==> config.mk <==
export PLATFORM = sky130hd
export DESIGN_NAME = puntaje_gen
export DESIGN_NICKNAME = d
export VERILOG_FILES = /design/src/rtl/puntaje_pkg.sv /design/src/rtl/puntaje_gen_bin2bcd.sv /design/src/rtl/puntaje_gen.sv
export SDC_FILE = /design/constraint.sdc
export NUM_CORES = 1
export LEC_CHECK = 0
export ABC_AREA = 1
export BUFFER_PORTS_ARGS = -buffer_cell sky130_fd_sc_hd__buf_2
export CORE_UTILIZATION = 55
export DETAILED_ROUTE_END_ITERATION = 10
export GPL_ROUTABILITY_DRIVEN = 0
export PLACE_DENSITY = 0.76
export SLEW_MARGIN = 40
export SYNTH_ARGS = -nofsm -noshare
export SYNTH_HDL_FRONTEND = slang
export SYNTH_SLANG_ARGS = --single-unit
==> constraint.sdc <==
create_clock -name clk -period 6.9 [get_ports clk]
set_clock_uncertainty 0.05 [all_clocks]
set_input_delay 1.38 -clock clk [delete_from_list [all_inputs] [get_ports clk]]
set_output_delay 1.38 -clock clk [all_outputs]
set_load 0.03 [all_outputs]
==> src/rtl/puntaje_pkg.sv <==
// Shared game-state encodings, bonus ladder, and display helpers for the score unit.
package puntaje_pkg;

   localparam logic [2:0] OFF  = 3'd0;
   localparam logic [2:0] WLCM = 3'd1;
   localparam logic [2:0] CH   = 3'd2;
   localparam logic [2:0] GAME = 3'd3;
   localparam logic [2:0] WL   = 3'd4;
   localparam logic [2:0] PA   = 3'd5;

   typedef enum logic [1:0] {
      CV_IDLE  = 2'd0,
      CV_SHIFT = 2'd1,
      CV_DONE  = 2'd2
   } conv_state_t;

   // Bonus ladder {10, 30, 45, 60}; indices past the table give nothing.
   function automatic logic [6:0] bonus_table(input logic [2:0] idx);
      case (idx)
         3'd0:    bonus_table = 7'd10;
         3'd1:    bonus_table = 7'd30;
         3'd2:    bonus_table = 7'd45;
         3'd3:    bonus_table = 7'd60;
         default: bonus_table = 7'd0;
      endcase
   endfunction

   function automatic int score_max(input int digits);
      int r;
      r = 32'sd1;
      for (int i = 0; i < digits; i++) r = r * 32'sd10;
      return r - 32'sd1;
   endfunction

   // Segment order is {g,f,e,d,c,b,a}.
   function automatic logic [6:0] bcd_to_7seg(input logic [3:0] d);
      case (d)
         4'd0:    bcd_to_7seg = 7'b0111111;
         4'd1:    bcd_to_7seg = 7'b0000110;
         4'd2:    bcd_to_7seg = 7'b1011011;
         4'd3:    bcd_to_7seg = 7'b1001111;
         4'd4:    bcd_to_7seg = 7'b1100110;
         4'd5:    bcd_to_7seg = 7'b1101101;
         4'd6:    bcd_to_7seg = 7'b1111101;
         4'd7:    bcd_to_7seg = 7'b0000111;
         4'd8:    bcd_to_7seg = 7'b1111111;
         4'd9:    bcd_to_7seg = 7'b1101111;
         default: bcd_to_7seg = 7'b0000000;
      endcase
   endfunction

endpackage

==> src/rtl/puntaje_gen_bin2bcd.sv <==
// Sequential double-dabble converter: one shift/add-3 step per cycle,
// result published atomically when the last step completes.
module bin2bcd_seq
   import puntaje_pkg::*;
#(
   parameter int W      = 10,
   parameter int DIGITS = 3
) (
   input  logic                clk,
   input  logic                rst,
   input  logic                start,
   input  logic [W-1:0]        bin,
   output logic                busy,
   output logic                done,
   output logic [4*DIGITS-1:0] bcd
);

   localparam int CW = $clog2(W + 1);
   localparam int BW = 4 * DIGITS;

   conv_state_t   state_r;
   logic [W-1:0]  sh_r;
   logic [BW-1:0] scr_r;
   logic [BW-1:0] adj_s;
   logic [BW-1:0] nxt_s;
   logic [BW-1:0] bcd_r;
   logic [CW-1:0] step_r;
   logic          done_r;

   // Add-3 correction on every digit >= 5, then shift in the next binary bit.
   always_comb begin
      adj_s = scr_r;
      for (int d = 0; d < DIGITS; d++) begin
         if (scr_r[4*d +: 4] >= 4'd5) adj_s[4*d +: 4] = scr_r[4*d +: 4] + 4'd3;
         else                         adj_s[4*d +: 4] = scr_r[4*d +: 4];
      end
      nxt_s = {adj_s[BW-2:0], sh_r[W-1]};
   end

   // Idle / shift / done sequencer.
   always_ff @(posedge clk or posedge rst) begin
      if (rst) begin
         state_r <= CV_IDLE;
         sh_r    <= '0;
         scr_r   <= '0;
         step_r  <= '0;
         bcd_r   <= '0;
         done_r  <= 1'b0;
      end else begin
         case (state_r)
            CV_IDLE: begin
               done_r <= 1'b0;
               if (start) begin
                  sh_r    <= bin;
                  scr_r   <= '0;
                  step_r  <= '0;
                  state_r <= CV_SHIFT;
               end
            end
            CV_SHIFT: begin
               scr_r  <= nxt_s;
               sh_r   <= {sh_r[W-2:0], 1'b0};
               step_r <= step_r + CW'(1);
               if (step_r == CW'(W - 1)) begin
                  bcd_r   <= nxt_s;
                  done_r  <= 1'b1;
                  state_r <= CV_DONE;
               end
            end
            CV_DONE: begin
               done_r  <= 1'b0;
               state_r <= CV_IDLE;
            end
            default: begin
               done_r  <= 1'b0;
               state_r <= CV_IDLE;
            end
         endcase
      end
   end

   assign busy = (state_r != CV_IDLE);
   assign done = done_r;
   assign bcd  = bcd_r;

endmodule

==> src/rtl/puntaje_gen.sv <==
// Saturating game score with bonus ladder and session record; both values are
// converted to BCD in the background and shown on two 7-segment banks.
module puntaje_gen
   import puntaje_pkg::*;
#(
   parameter int TICK_DIV = 27000000,
   parameter int DIGITS   = 3,
   parameter int SCORE_W  = 10,
   parameter int BONUS_N  = 3
) (
   input  logic                 clk,
   input  logic                 rst,
   input  logic [2:0]           presente,
   input  logic [1:0]           W_or_L,
   input  logic                 bono_tomado,
   output logic [SCORE_W-1:0]   puntaje_bin,
   output logic [SCORE_W-1:0]   record_bin,
   output logic [7*DIGITS-1:0]  display_puntaje,
   output logic [7*DIGITS-1:0]  display_record,
   output logic                 nuevo_record
);

   localparam int TW   = (TICK_DIV > 1) ? $clog2(TICK_DIV) : 1;
   localparam int SW1  = SCORE_W + 1;
   localparam int SMAX = score_max(DIGITS);
   localparam int BW   = 4 * DIGITS;
   localparam int DW   = 7 * DIGITS;

   logic [TW-1:0]      tcnt_r;
   logic               tick_s;
   logic               playing_s;
   logic               bono_prev_r;
   logic               bono_ok_s;
   logic [2:0]         bidx_r;
   logic [2:0]         prev_st_r;
   logic [SCORE_W-1:0] score_r;
   logic [SCORE_W-1:0] record_r;
   logic               nuevo_r;
   logic [SW1-1:0]     sum_s;
   logic [SW1-1:0]     sat_s;
   logic [SCORE_W-1:0] last_p_r, last_r_r;
   logic               start_p_s, start_r_s;
   logic               busy_p_s, busy_r_s, done_p_s, done_r_s;
   logic [BW-1:0]      bcd_p_s, bcd_r_s;
   logic [DW-1:0]      seg_p_s, seg_r_s;
   logic [DW-1:0]      disp_p_r, disp_r_r;

   assign playing_s = (presente == GAME) && (W_or_L == 2'b00);
   assign tick_s    = (presente == GAME) && (tcnt_r == TW'(TICK_DIV - 1));
   assign bono_ok_s = bono_tomado && !bono_prev_r && playing_s && (bidx_r < 3'(BONUS_N));

   // Tick and bonus merge into one widened sum, clamped to the display range.
   always_comb begin
      sum_s = {1'b0, score_r};
      if (tick_s) sum_s = sum_s + SW1'(1);
      else        sum_s = sum_s;
      if (bono_ok_s) sum_s = sum_s + SW1'(bonus_table(bidx_r));
      else           sum_s = sum_s;
      if (sum_s > SW1'(SMAX)) sat_s = SW1'(SMAX);
      else                    sat_s = sum_s;
   end

   // Time-point divider: runs in GAME, frozen in PA, cleared elsewhere.
   always_ff @(posedge clk or posedge rst) begin
      if (rst) begin
         tcnt_r <= '0;
      end else begin
         case (presente)
            GAME:    tcnt_r <= tick_s ? '0 : tcnt_r + TW'(1);
            PA:      tcnt_r <= tcnt_r;
            default: tcnt_r <= '0;
         endcase
      end
   end

   // Score, bonus index and edge/state history.
   always_ff @(posedge clk or posedge rst) begin
      if (rst) begin
         score_r     <= '0;
         bidx_r      <= 3'd0;
         bono_prev_r <= 1'b0;
         prev_st_r   <= OFF;
      end else begin
         bono_prev_r <= bono_tomado;
         prev_st_r   <= presente;
         case (presente)
            GAME: begin
               if (playing_s) score_r <= sat_s[SCORE_W-1:0];
               if (bono_ok_s) bidx_r <= bidx_r + 3'd1;
            end
            WL, PA: begin
               score_r <= score_r;
               bidx_r  <= bidx_r;
            end
            default: begin
               score_r <= '0;
               bidx_r  <= 3'd0;
            end
         endcase
      end
   end

   // Record is only judged on the GAME -> WL transition.
   always_ff @(posedge clk or posedge rst) begin
      if (rst) begin
         record_r <= '0;
         nuevo_r  <= 1'b0;
      end else if ((presente == WL) && (prev_st_r == GAME)) begin
         if (score_r > record_r) begin
            record_r <= score_r;
            nuevo_r  <= 1'b1;
         end
      end else if (presente != WL) begin
         nuevo_r <= 1'b0;
      end
   end

   assign start_p_s = !busy_p_s && (score_r != last_p_r);
   assign start_r_s = !busy_r_s && (record_r != last_r_r);

   // Remember the value each converter was last launched with.
   always_ff @(posedge clk or posedge rst) begin
      if (rst) begin
         last_p_r <= '0;
         last_r_r <= '0;
      end else begin
         if (start_p_s) last_p_r <= score_r;
         if (start_r_s) last_r_r <= record_r;
      end
   end

   bin2bcd_seq #(.W(SCORE_W), .DIGITS(DIGITS)) u_bcd_puntaje (
      .clk(clk), .rst(rst), .start(start_p_s), .bin(score_r),
      .busy(busy_p_s), .done(done_p_s), .bcd(bcd_p_s)
   );

   bin2bcd_seq #(.W(SCORE_W), .DIGITS(DIGITS)) u_bcd_record (
      .clk(clk), .rst(rst), .start(start_r_s), .bin(record_r),
      .busy(busy_r_s), .done(done_r_s), .bcd(bcd_r_s)
   );

   // Most significant digit goes to the lowest segment slice.
   always_comb begin
      seg_p_s = '0;
      seg_r_s = '0;
      for (int d = 0; d < DIGITS; d++) begin
         seg_p_s[7*(DIGITS-1-d) +: 7] = bcd_to_7seg(bcd_p_s[4*d +: 4]);
         seg_r_s[7*(DIGITS-1-d) +: 7] = bcd_to_7seg(bcd_r_s[4*d +: 4]);
      end
   end

   // Display banks latch only on a finished conversion.
   always_ff @(posedge clk or posedge rst) begin
      if (rst) begin
         disp_p_r <= {DIGITS{7'b0111111}};
         disp_r_r <= {DIGITS{7'b0111111}};
      end else begin
         if (done_p_s) disp_p_r <= seg_p_s;
         if (done_r_s) disp_r_r <= seg_r_s;
      end
   end

   assign puntaje_bin     = score_r;
   assign record_bin      = record_r;
   assign nuevo_record    = nuevo_r;
   assign display_puntaje = disp_p_r;
   assign display_record  = disp_r_r;

endmodule
After elaboration in Yosys (flattened, before gate mapping)
Memory sizes are Yosys's and may differ from the RTL's. A register that Yosys moved wholly into a read port is not among the register bits.
Cells that the tools add are included.
{ "op_classes": {"add_sub_neg": 12, "magnitude_cmp": 9, "eq_ne": 22, "n_mux": 42, "n_bitwise": 1, "reduce_logical": 31} }
{ "op_table": {"columns": ["operator", "n"], "rows": [
  ["$pmux W10 S2", 3],
  ["$pmux W25 S2", 1],
  ["$pmux W12 S2", 2],
  ["$mux W10", 4],
  ["$add A25 B1 Y25 const B", 1],
  ["$eq A25 B25 Y1 const B", 1],
  ["$mux W25", 1],
  ["$ge A4 B3 Y1 const B", 6],
  ["$mux W12", 2],
  ["$mux W4", 6],
  ["$pmux W6 S4", 1],
  ["$mux W11", 2],
  ["$ne A10 B10 Y1", 2],
  ["$reduce_and A2 Y1", 10],
  ["$add A4 B2 Y4 const B", 4],
  ["$pmux W4 S2", 2],
  ["$eq A3 B2 Y1 const B", 4],
  ["$add A10 B1 Y11 const B", 1],
  ["$add A11 B7 Y11", 1],
  ["$gt A11 B10 Y1 const B", 1],
  ["$gt A10 B10 Y1", 1],
  ["$reduce_bool A2 Y1", 5],
  ["$mux W3", 3],
  ["$add A4 B1 Y4 const B", 2],
  ["other kinds (21)", 51]
]} }
{ "totals": {"register_bits": 155, "romBits": 672, "input_bits": 8, "output_inout_bits": 63, "n_memories": 6} }
{ "memory_table": {"columns": ["name", "words", "word_bits", "read_ports", "rd_ports_with_merged_regs", "write_ports", "line_no", "text"], "rows": [
  ["(name not given)", 16, 7, 1, 1, 0, "puntaje_pkg.sv:37", "case (d)"],
  ["(name not given)", 16, 7, 1, 1, 0, "puntaje_pkg.sv:37", null],
  ["(name not given)", 16, 7, 1, 1, 0, "puntaje_pkg.sv:37", null],
  ["(name not given)", 16, 7, 1, 1, 0, "puntaje_pkg.sv:37", null],
  ["(name not given)", 16, 7, 1, 1, 0, "puntaje_pkg.sv:37", null],
  ["(name not given)", 16, 7, 1, 1, 0, "puntaje_pkg.sv:37", null]
]} }

Logic depth before layout (Yosys ltp)
{ "depth": {"word_depth": 11, "mapped_depth": 27, "ltp_nobuf": 27} }

Modules after synthesis
A second synthesis with hierarchy kept.
{ "hier_totals": {"hier_cells": 1415, "area_unflattened_um2": 11260.8} }
{ "modules_own_cells": {"columns": ["mod", "n_inst", "cells_per_inst", "area_per_inst_um2"], "rows": [
  ["puntaje_gen", 1, 943, 7339.5],
  ["bin2bcd_seq", 2, 236, 1960.6]
]} }

Worst setup path before layout
No wires, ideal clock.
{ "synth_path": {"path_kind": "input -> register", "from": "input port presente[2]", "to": "register score_r[4] (netlist: puntaje_bin[4])", "setup_time_ps": 122, "arrival_time_ps": 3738, "required_time_ps": 6728, "slack_ps": 2990, "cell_stages": 20, "path_cell_list": "inv_1 > nand3_2 > buf_4 > clkinv_1 > nand2_2 > nand2_1 > nand2_1 > inv_1 > ha_1 > fa_1 > inv_1 > nor3_1 > nor2_1 > nor2_1 > xnor2_2 > nand2_1 > nor2_4 > nand3_4 > nand2_1 > o21ai_1"} }
{ "synth_via": {"elab_chain_cells": 9, "word_cells_on_any_way": 18, "classes_between": "add/sub: 1; order compare: 1; eq/ne: 4; mux: 5; bitwise: 1; reduce/logical: 6"} }
{ "synth_lines": {"columns": ["item", "line_no", "text"], "rows": [
  ["start, declared", "puntaje_gen.sv:13", "input logic [2:0] presente,"],
  ["$eq A3 B2 Y1", "puntaje_gen.sv:48, puntaje_gen.sv:49, puntaje_gen.sv:86", null],
  ["$logic_and A1 B1 Y1, on equally long branches", "puntaje_gen.sv:49, puntaje_gen.sv:48", null],
  ["$mux W11 / $logic_and A1 B1 Y1 (equally long branches)", "puntaje_gen.sv:55, puntaje_gen.sv:50", null],
  ["$add A11 B7 Y11 / $logic_and A1 B1 Y1 (equally long branches)", "puntaje_gen.sv:57, puntaje_gen.sv:50", null],
  ["$mux W11", "puntaje_gen.sv:57", "if (bono_ok_s) sum_s = sum_s + SW1'(bonus_table(bidx_r));"],
  ["$gt A11 B10 Y1", "puntaje_gen.sv:59", "if (sum_s > SW1'(SMAX)) sat_s = SW1'(SMAX);"],
  ["$mux W10", "puntaje_gen.sv:59", null],
  ["$mux W10", "puntaje_gen.sv:88", "if (playing_s) score_r <= sat_s[SCORE_W-1:0];"],
  ["$pmux W10 S2", "puntaje_gen.sv:86", "case (presente)"],
  ["end signal, assigned", "puntaje_gen.sv:88", null],
  ["end signal, assigned", "puntaje_gen.sv:92", "score_r <= score_r;"],
  ["end, declared", "puntaje_gen.sv:36", "logic [SCORE_W-1:0] score_r;"]
]} }
Several ways; a longest one is shown, not always the timed one. The select of a mux whose other input is x is not followed.
A chain may end at the register's enable or synchronous reset.

Final worst setup path
{ "layout_path": {"from": "input port presente[0]", "to": "register score_r[1] (netlist: puntaje_bin[1])"} }
The elaborated chain is that of the path after synthesis.

==> impl_metrics.ini <==
[cts]
clock-root-buffer = clkbuf_16
cts_setup_buffers = 0
cts_tree = yes
clk_pin_slew_ps = 70
ctsResizeCount = 0
cts.sink_count = 197
cts_hold_buf = 0
clock_path_buffers = 2
cts-buffers-inserted = 17
cts_max_level = 4
clkLatencyLatePin_ps = 440

[route]
via_per_inst = 5.35
vias = 8964
wl_met3_um = 1090
top_layer_used = met4
drtAntennaViolNets = 0
wl_per_cell_um = 13.7
met1Wirelength_um = 10600
wl_met2_um = 10900
initialDrtViolationCount = 560
drc = 0
wirelength_um = 23000
first_pass_iters = 5

[yosys]
postSynthAreaPerCell_um2 = 8.18
synth-simple-area-share_pct = 22.0
synth_top_area_share_pct = 36.9
synth-seq-cells = 197
yosys.area.top_type = dfrtp_1
synth_area_um2 = 10900
synth_cell_types = 49
synth_nets = 1419
seq_area_frac_synth_pct = 45.6
synthCells = 1335
synth_compound_area_share_pct = 14.1
yosys-top-cells-area = dfrtp_1 (37%), nand2_1 (10%), dfstp_2 (8.7%)
synth_fa_ha_area_share_pct = 8.78
synth.area.mux_share_pct = 0.0917
synthXorXnorAreaFrac_pct = 2.40
synth_top_family_by_area = simple AND/OR/NAND/NOR gates
ys_warn_count = 0

[worst_hold_path]
worstHoldStart = display_puntaje[10]
hold_path_class = flop to flop
holdPathStages = 2
min_to = display_puntaje[10]

[power_and_ir_drop]
power_frac_comb_pct = 31.5
power_density_nw_per_um2 = 307
swShare_pct = 38.4
p_sw_mw = 1.42
vdd_drop_max_v = 0.000196
p_int_mw = 2.28
pwr-share-clk_pct = 25.3
p_leak_nw = 5.88
pwr-share-seq_pct = 43.2
finalPower_mw = 3.70

[grt]
antenna_found_initial = 0
grt_max_degree = 145
grt.overflow.total = 0
track_usage_pct = 24.0
grt_pass1_wl_um = 39100
grt_pass1_vias = 8472

[setup_path]
timing.rr.end = puntaje_bin[1]
crit_slowest_cell = fa_1
crit_buf_inv = 4
reg2regPathDepth = 23
critPathArrivalTime_ps = 4280
r2r_setup_slack_ps = 3390
crit_path_frequent_cell = nand2_1
worstPathRequired_ps = 7230
start_kind = input pin
path_cells = buf_2 -> nand3_2 -> clkinv_1 -> nand2_2 -> nand2_1 -> nand2_1 -> inv_1 -> ha_1 -> fa_1 -> inv_1 -> nor3_1 -> nor2_1 -> nor2_1 -> xnor2_2 -> nand2_1 -> nor2_4 -> nand3_4 -> nand3_1 -> nand2_1 -> nand2_1
cp_top_family = simple AND/OR/NAND/NOR gates
reg2reg_from = tcnt_r[0]
slowest_delay_ps = 420
end_kind = flop
crit_type = input pin to flop
cp_max_fo = 12

[sta]
hold_viol = 0
slew_violations = 0
slew_headroom_pct = 47.3
tightest_slew_ps = 789
setup_violations = 0
rsz0062_at_grt = false
finalCriticalPeriod_ps = 3950
finalSetupTns_ps = 0
period_share_pct = 57.3
timing.fmax_mhz = 253

[floorplan]
die_y_um = 143
start_util_pct = 56.1
die_area_um2 = 20400
die-width_um = 143
core_um2 = 19500
ioPinCount = 71
rows = 51

[placement]
io_buffers = 70
dp_hpwl_um = 16300
place_area_um2 = 11500
place_inst = 1643

[cells_and_area]
final_nets = 1481
final_cells = 1675
syn2layout_area_growth_pct = 10.4
design_area_um2 = 12000
layout-drive-gt1-share_pct = 14.4
diodes = 0
post-route-util_pct = 61.9

[status]
status = finished clean

[run]
maxCapViolCount = 0
worst reg2reg max path, cell delays in order, from the launching register on:
cell	delay [ps]
dfrtp_1	390
ha_1	210
nand3_2	170
inv_2	90
nand2_2	80
nor2_8	150
nand2_2	90
nor2_4	150
nand2_1	70
nand2_1	80
inv_1	40
ha_1	210
fa_1	420
inv_1	110
nor3_1	60
nor2_1	170
nor2_1	120
xnor2_2	180
nand2_1	110
nor2_4	130
nand3_4	110
nand3_1	100
nand2_1	50
nand2_1	90
power by group through the flow:
| stage | Combinational, mW | Clock (mW) | Sequential (mW) |
|---|---|---|---|
| floorplan | 0.686 | 0 | 1.82 |
| global placement | 1.14 | 0 | 1.61 |
| detailed placement | 1.17 | 0 | 1.62 |
| CTS | 1.17 | 0.953 | 1.60 |
| global route | 1.32 | 1.00 | 1.63 |
| finish | 1.17 | 0.935 | 1.60 |
cell usage in the layout, fill, tap and decap left out, types with 28 or more instances in the layout:
| cell | count |
|---|---|
| o22ai_1 | 28 |
| nor2_1 | 118 |
| nand2_1 | 298 |
| dfstp_2 | 36 |
| inv_1 | 151 |
| buf_2 | 70 |
| ha_1 | 75 |
| dfrtp_1 | 161 |
| a21oi_1 | 79 |
| o21ai_0 | 129 |
| nand3_1 | 59 |
state kept, by name, summed over array words and instances, names as in the netlist, 3 cells and up:
register and count:
u_bcd_record.step_r 4, prev_st_r 3, u_bcd_record.sh_r 10, u_bcd_record.scr_r 12, u_bcd_puntaje.sh_r 10, tcnt_r 25, u_bcd_puntaje.step_r 4, bidx_r 3
puntaje_bin 10, display_puntaje 21, u_bcd_puntaje.scr_r 12, u_bcd_puntaje.bcd 12, display_record 21, last_r_r 10, record_bin 10, u_bcd_record.bcd 12
last_p_r 10
worst max path at each step:
stage | from | to | slack [ps] | depth (start not counted)
4_1_cts | presente[0] | puntaje_bin[1] | 2950 | 20
2_1_floorplan | rst | bidx_r[0] | 160 | 1
6_report | presente[0] | puntaje_bin[1] | 2950 | 20
3_5_place_dp | presente[0] | puntaje_bin[2] | 2500 | 20
3_3_place_gp | presente[0] | puntaje_bin[4] | 2640 | 19
5_1_grt | presente[0] | puntaje_bin[8] | 2630 | 20
per-stage QoR:
| stage | setup slack [ps] | hold slack [ps] |
|---|---|---|
| floorplan | 161 | 402 |
| global placement | 2640 | 406 |
| detailed placement | 2500 | 410 |
| CTS | 2950 | 421 |
| global route | 2630 | 427 |
| finish | 2950 | 418 |
layer usage:
| metal | vias up | track usage (%) |
|---|---|---|
| met5 | - | 0 |
| met4 | 0 | 8.32 |
| met3 | 40 | 3.52 |
| met2 | 236 | 39.9 |
| met1 | 4187 | 32.0 |
| li1 | 4501 | - |
layout make-up:
class / count / area (um^2)
tap: 265 / 332
multi-input combinational: 940 / 5180
inverter: 168 / 643
clock buffer: 19 / 433
timing repair buffer: 73 / 373
clock inverter: 13 / 116
fill: 1667 / 7410
sequential: 197 / 4970
cells by family after synthesis:
group	after synthesis
fa+ha+maj	76
compound gates	280
simple gates	554
xor+xnor	29
mux	1
buf+inv	198
flops	197
cells in the mapped netlist, drive strengths merged:
master / number
nand4: 12
fa: 1
a21oi: 79
ha: 75
a32o: 1
clkbuf: 19
o21ai: 139
inv: 165
nand3: 64
o211ai: 6
nor4: 4
dfrtp: 161
nor3: 17
o21a: 3
a22o: 3
clkinv: 3
a31o: 1
nand3b: 1
o32ai: 1
xor2: 19
dfstp: 36
xnor2: 10
a221oi: 2
a211oi: 3
a31oi: 8
o31ai: 1
nand2: 311
mux2i: 1
or2: 9
o22ai: 28
nor2: 136
o221ai: 4
a21o: 1
buf: 11
No activity file was read; power rests on OpenSTA's default activity.
